<file path="config.mk">
export PLATFORM = sky130hd
export DESIGN_NAME = cla_chunk_sequencer
export DESIGN_NICKNAME = d
export VERILOG_FILES = /design/src/rtl/cla_chunk_sequencer.sv
export SDC_FILE = /design/constraint.sdc
export NUM_CORES = 1
export LEC_CHECK = 0
export CORE_ASPECT_RATIO = 0.8
export CORE_MARGIN = 5
export CORE_UTILIZATION = 45
export CTS_CLUSTER_DIAMETER = 150
export DETAILED_ROUTE_END_ITERATION = 8
export GPL_ROUTABILITY_DRIVEN = 0
export HOLD_SLACK_MARGIN = 0.03
export PLACE_DENSITY = 0.67
export SYNTH_ARGS = -nofsm -noshare
export SYNTH_HDL_FRONTEND = slang
export SYNTH_HIERARCHICAL = 1
export SYNTH_SLANG_ARGS = --single-unit
</file>
<file path="constraint.sdc">
create_clock -name clk -period 5.41 [get_ports clk]
set_input_delay 0.8115 -clock clk [delete_from_list [all_inputs] [get_ports clk]]
set_output_delay 0.8115 -clock clk [all_outputs]
set_load 0.03 [all_outputs]
</file>
<file path="src/rtl/cla_chunk_sequencer.sv">
// cla_chunk_sequencer: W-bit add/subtract that runs one N-bit carry-lookahead slice over CHUNKS cycles.
module cla_adder #(
   parameter int N = 8
) (
   input  logic [N-1:0] a,
   input  logic [N-1:0] b,
   input  logic         cin,
   output logic [N-1:0] sum,
   output logic         cout
);
   logic [N-1:0] g, p, c;
   logic [N:0]   ci;
   logic         pp;
   assign g = a & b;
   assign p = a ^ b;
   // Each carry is built directly from generate/propagate terms, with no carry-to-carry chain.
   always_comb begin
      c = '0;
      pp = 1'b1;
      for (int i = 0; i < N; i++) begin
         pp = p[i];
         c[i] = g[i];
         for (int j = i - 1; j >= 0; j--) begin
            c[i] = c[i] | (pp & g[j]);
            pp = pp & p[j];
         end
         c[i] = c[i] | (pp & cin);
      end
   end
   assign ci   = {c, cin};
   assign sum  = p ^ ci[N-1:0];
   assign cout = ci[N];
endmodule

module cla_chunk_sequencer #(
   parameter int N      = 8,
   parameter int CHUNKS = 4
) (
   input  logic                clk,
   input  logic                reset,
   input  logic                start,
   input  logic [N*CHUNKS-1:0] a,
   input  logic [N*CHUNKS-1:0] b,
   input  logic                cin,
   input  logic                sub,
   output logic                busy,
   output logic                done,
   output logic [N*CHUNKS-1:0] sum,
   output logic                cout,
   output logic                overflow
);
   localparam int W  = N * CHUNKS;
   localparam int IW = CHUNKS > 1 ? $clog2(CHUNKS) : 1;
   typedef enum logic [1:0] {IDLE, RUN, DONE} state_t;
   state_t        state, state_next;
   logic [W-1:0]  a_r, b_r, work_r, work_next;
   logic [IW-1:0] idx;
   logic          carry_r, accept, last, chunk_cout;
   logic [N-1:0]  chunk_sum;
   assign accept = start && (state != RUN);
   assign last   = (32'(idx) == CHUNKS - 1);
   cla_adder #(.N(N)) u_add (
      .a    (a_r[idx*N +: N]),
      .b    (b_r[idx*N +: N]),
      .cin  (carry_r),
      .sum  (chunk_sum),
      .cout (chunk_cout)
   );
   // Merges the chunk being written so the final edge can load the complete result.
   always_comb begin
      work_next = work_r;
      work_next[idx*N +: N] = chunk_sum;
   end
   always_ff @(posedge clk or posedge reset) begin
      if (reset) state <= IDLE;
      else       state <= state_next;
   end
   always_comb begin
      state_next = (state == RUN) ? (last ? DONE : RUN) : (start ? RUN : IDLE);
   end
   always_comb begin
      busy = (state == RUN);
      done = (state == DONE);
   end
   always_ff @(posedge clk or posedge reset) begin
      if (reset) begin
         a_r      <= '0;
         b_r      <= '0;
         work_r   <= '0;
         carry_r  <= 1'b0;
         idx      <= '0;
         sum      <= '0;
         cout     <= 1'b0;
         overflow <= 1'b0;
      end else if (accept) begin
         a_r     <= a;
         b_r     <= sub ? ~b : b;
         carry_r <= sub | cin;
         idx     <= '0;
      end else if (state == RUN) begin
         work_r  <= work_next;
         carry_r <= chunk_cout;
         idx     <= last ? '0 : idx + 1'b1;
         if (last) begin
            sum      <= work_next;
            cout     <= chunk_cout;
            overflow <= (a_r[W-1] == b_r[W-1]) && (work_next[W-1] != a_r[W-1]);
         end
      end
   end
endmodule
</file>
* Word-level counts from Yosys, hierarchy flattened
Index checks and enable logic that the tools add are counted.
Operators by class: $add $sub $neg 2, equal/unequal tests 6, shift-type cells 4, muxes and demuxes 10, bitwise gates (word level) 106, reduce and logical (&&, ||, !) cells 5
Operators with widths (number):
- 1-bit AND | 64
- 32-bit by 6-bit variable part select with 8-bit output | 2
- 1-bit bitwise OR | 37
- 5-bit negator with 34-bit output | 1
- 8-bit by 34-bit variable shift with 32-bit output, first input constant | 1
- 8-bit by 34-bit variable part select with 32-bit output | 1
- 32-bit bitwise mux | 1
- 32-bit 2-to-1 mux | 1
- 32-bit NOT | 1
- 8-bit bitwise XOR | 2
- 2-bit 2-to-1 mux | 5
- 8-bit AND | 1
- 2-bit == test, second input constant | 2
- 1-bit 2-to-1 mux | 3
- 3-bit AND reduction | 1
- 2-bit by 1-bit adder with 2-bit output, second input constant | 1
- 2-bit by 1-bit == test with 1-bit output, second input constant | 1
- 1-bit logical AND | 2
- 2-bit by 1-bit inequality test with 1-bit output, second input constant | 1
- 2-bit AND reduction | 1
- 2-bit nonzero test | 1
- 1-bit == test | 1
- 1-bit inequality test | 1
- 1-bit NOT | 1
Word-level totals: register bits after elaboration 135, input port bits 69, output and inout bits 36, logic and storage cells 142

* Logic depth before layout (Yosys ltp)
depth in word-level cells 15, gate-level depth with buffers 11, mapped depth without buffers 8

* By module
Netlist, hierarchy kept.
By module, submodules not included:
- cla_chunk_sequencer | instances 1, cells an instance 535, area an instance 6226.0 sq um
- cla_adder | instances 1, cells an instance 41, area an instance 332.8 sq um

* Worst setup path after synthesis
No wires, ideal clock.
path type reg-to-reg, from register idx[0], to register overflow, library setup time 0.069 ns, data arrival time 3.117 ns, data required time 5.341 ns, slack 2.224 ns, stages on the path, launching flop included 12, path through dfrtp_1 buf_4 buf_4 mux4_2 ha_1 nand3_1 o2111ai_2 a221o_1 xor2_1 clkbuf_1 a2111o_1 nand3_1
Between the ends: word-level cells in the longest chain between the ends 15, elaborated cells on any way between the ends 90, those cells by class add/sub (1); eq/ne (2); shift (4); mux (1); bitwise (80); reduce/logical (2)
RTL lines:
- start: declaration | line 57 | logic [IW-1:0] idx;
- start signal: assignment | line 103 | idx <= last ? '0 : idx + 1'b1;
- 32-bit by 6-bit variable part select with 8-bit output, on equally long branches | line 63, 64
- 8-bit bitwise XOR or 8-bit AND (tied branches) | line 15, 14
- 1-bit AND, on equally long branches | line 24, 25
- 1-bit bitwise OR (tied with other cells) (5 in a row) | line 24 | c[i] = c[i] | (pp & g[j]);
- 1-bit bitwise OR or 1-bit AND (tied branches) | line 24, 27
- 1-bit bitwise OR | line 27 | c[i] = c[i] | (pp & cin);
- 8-bit bitwise XOR (*) | line 31 | assign sum = p ^ ci[N-1:0];
- via chunk_sum[7] | line 59 | logic [N-1:0] chunk_sum;
- 8-bit by 34-bit variable part select with 32-bit output (*) | line 72 | work_next[idx*N +: N] = chunk_sum;
- 32-bit bitwise mux (*) | line 72
- 1-bit inequality test (*) | line 107 | overflow <= (a_r[W-1] == b_r[W-1]) && (work_next[W-1] != a_r[W-1]);
- 1-bit logical AND (*) | line 107
- end signal: assignment | line 107
- end: declaration | line 50 | output logic overflow
The timed path passes the listed nets; every way through them passes the cells marked *. A chain may end at the register's enable or synchronous reset.

* Worst setup path after layout
Ends and elaborated chain as after synthesis.

==> flow_metrics.py <==
metrics = {
    "logic_synthesis": {
        "synth_seq_area_share": 0.515,
        "ys_top_cells_by_area": "dfrtp_1 52%, a21oi_1 7.5%, mux2_2 5.7%",
        "yosys_warnings": 6,
        "netlist_area_mm2": 0.00656,
        "synth_edf_count": 0,
        "yosys_register_bits": 135,
        "synth.largest_area_cell": "dfrtp_1",
        "synth.distinct_cells": 43,
        "synth_top_area_frac": 0.515,
        "synthArstFlopShare": 1.00,
        "syn_nets": 661,
        "synth_cells": 576,
        "syn_avg_cell_area_um2": 11.4,
        "synthFlopType": "dfrtp_1",
    },
    "min_path": {
        "hold_depth": 2,
        "min_path_type": "register to register",
        "holdPathEnd": "sum[4]",
        "hp-start": "sum[4]",
    },
    "cells_and_area": {
        "fin_nets": 744,
        "diodes": 0,
        "fill_cells": 1173,
        "drive_gt1_frac": 0.138,
        "final_area_mm2": 0.00818,
        "area_delta_synth_final_pct": 24.7,
        "final_cell_mix": "135 x dfrtp_1, 103 x clkdlybuf4s50_1, 98 x a21oi_1",
        "final_common_cell": "dfrtp_1",
    },
    "floorplan": {
        "io-pin-count": 105,
        "dieArea_mm2": 0.0171,
        "rows": 39,
        "coreArea_mm2": 0.0143,
        "die_w_um": 145,
        "die_h_um": 118,
        "floorplan.initialDensity": 0.459,
    },
    "placed_design": {
        "dpl_cell_area_mm2": 0.00766,
        "dp_hpwl_mm": 11.0,
        "numPortBuffers": 104,
    },
    "grt": {
        "grt_pass1_vias": 4797,
        "grt_pass1_wl_mm": 26.0,
        "grt_max_degree": 68,
        "grt_usage": 0.191,
        "antenna_found_initial": 0,
        "globalRouteOverflowTotal": 0,
    },
    "clocking": {
        "clock-sinks": 135,
        "htreeDepth": 4,
        "cts_buffers": 17,
        "hold_buffers": 0,
        "ctsResizeCount": 0,
        "insertion_delay_ns": 0.43,
        "path_clk_slew_ns": 0.05,
        "root_buffer": "clkbuf_16",
        "max-clock-path-buffers": 2,
        "cts_tree": "yes",
        "post_cts_buffers": 0,
    },
    "timing": {
        "period_needed_ns": 3.76,
        "rsz0062_at_grt": "false",
        "finalCritPeriodShare": 0.694,
        "finalClockSkew_ns": 0.00865,
        "fin_setup_tns_ns": 0,
        "worstMarginPinSlew_ns": 1.12,
        "setup_viol": 0,
        "fmax_mhz": 266,
        "drv_slew": 0,
        "relSlewSlack": 0.247,
        "hold_viol": 0,
    },
    "worst_setup_path": {
        "cp_slowest_stage_delay_ns": 0.62,
        "r2r_cells": 9,
        "crit_arrival_ns": 4.06,
        "path_class": "register to register",
        "crit_buf_inv": 1,
        "worstPathCellList": "buf_4, mux4_2, ha_1, a21oi_2, o2111ai_2, a221o_1, xor2_1, a2111o_1, nand3_1",
        "r2r_slack_ns": 1.65,
        "r2r-start": "idx[0]",
        "critPathMaxFanout": 15,
        "cp.required_ns": 5.71,
        "r2r-end": "overflow",
        "end_kind": "register",
        "crit_slowest_cell": "xor2_1",
        "critical_path.top_delay_family": "compound AO/OA/AOI/OAI gates",
        "critPathLaunchType": "register",
    },
    "power_and_ir_drop": {
        "ir_drop_mv": 0.577,
        "p_per_area_mw_per_mm2": 742,
        "p_leak_nw": 3.40,
    },
    "job": {
        "cap_violations": 0,
    },
    "route": {
        "dr.pass1.iters": 5,
        "dr.first_iter.drc_count": 354,
        "drcViolationCount": 0,
        "vias_per_cell": 5.58,
        "wire_per_inst_um": 18.7,
        "drt_wl_total_mm": 15.9,
        "antenna_left": 0,
        "vias": 4757,
    },
    "status": {
        "status": "complete, no violations",
    },
}
==> worst max path at each step <==
stage / from / end / slack (ns) / depth (start not counted)
after global routing: idx[0] / sum[31] / 1.37 / 9
after floorplan: reset / a_r[0] / 0.99 / 1
after CTS: idx[0] / overflow / 1.69 / 9
final: idx[0] / overflow / 1.65 / 9
after global placement: idx[0] / overflow / 1.80 / 9
after detailed placement: idx[0] / overflow / 1.68 / 9
==> synth_stat cells (all sizes together) (8+ instances only) <==
master,instances
a22o,32
nor2b,33
buf,24
mux2,33
o21ai,35
ha,15
mux4,16
clkbuf,23
nand2,43
xnor2,36
a21oi,99
nor2,8
inv,10
dfrtp,135
==> kinds of logic after synthesis <==
kind of cell,share of synthesized area
xor+xnor,0.0507
flops,0.515
compound gates,0.158
simple gates,0.0914
fa+ha+maj,0.0317
buf+inv,0.0401
mux,0.113
==> layout make-up <==
cell class	instances	area, um^2	area share
timing repair buffer	111	1090	0.133
sequential	135	3380	0.413
tap	184	230	0.0282
clock buffer	24	472	0.0577
inverter	10	40.0	0.00490
multi-input combinational	384	2920	0.357
clock inverter	5	50.0	0.00612
==> where the power goes <==
part | switching [mW] | internal, mW | leakage [nW] | total (mW)
logic | 2.08 | 1.21 | 1.44 | 3.30
registers | 0.294 | 1.43 | 1.69 | 1.73
clock network | 0.400 | 0.644 | 0.260 | 1.04
==> registers in the layout (all words and copies together), names as in the netlist <==
name / flops
work_r: 32
cout: 1
idx: 2
state: 2
a_r: 32
overflow: 1
b_r: 32
carry_r: 1
sum: 32
==> through the flow <==
| stage | hold WS, ns | utilization | worst slack, ns | cells | power [mW] |
|---|---|---|---|---|---|
| floorplan | 0.456 | - | 0.987 | 576 | 4.05 |
| global placement | 0.464 | 0.535 | 1.80 | 824 | 4.88 |
| detailed placement | 0.470 | 0.535 | 1.68 | 824 | 4.98 |
| CTS | 0.482 | 0.572 | 1.69 | 853 | 6.06 |
| global route | 0.501 | 0.572 | 1.37 | 853 | 6.42 |
| finish | 0.476 | 0.572 | 1.65 | 853 | 6.07 |
==> layer usage <==
layer	up-vias	part of all wire	track usage
met5	-	0	0
met4	0	0.011	0.0541
met3	17	0.061	0.0608
met2	149	0.44	0.268
met1	2377	0.49	0.282
li1	2214	-	-
==> worst register-to-register path, stage by stage (launching register included) <==
cell       delay [ns]
dfrtp_1          0.60
buf_4            0.38
mux4_2           0.59
ha_1             0.33
a21oi_2          0.19
o2111ai_2        0.20
a221o_1          0.40
xor2_1           0.62
a2111o_1         0.26
nand3_1          0.07
No activity file was read; power rests on OpenSTA's default activity.
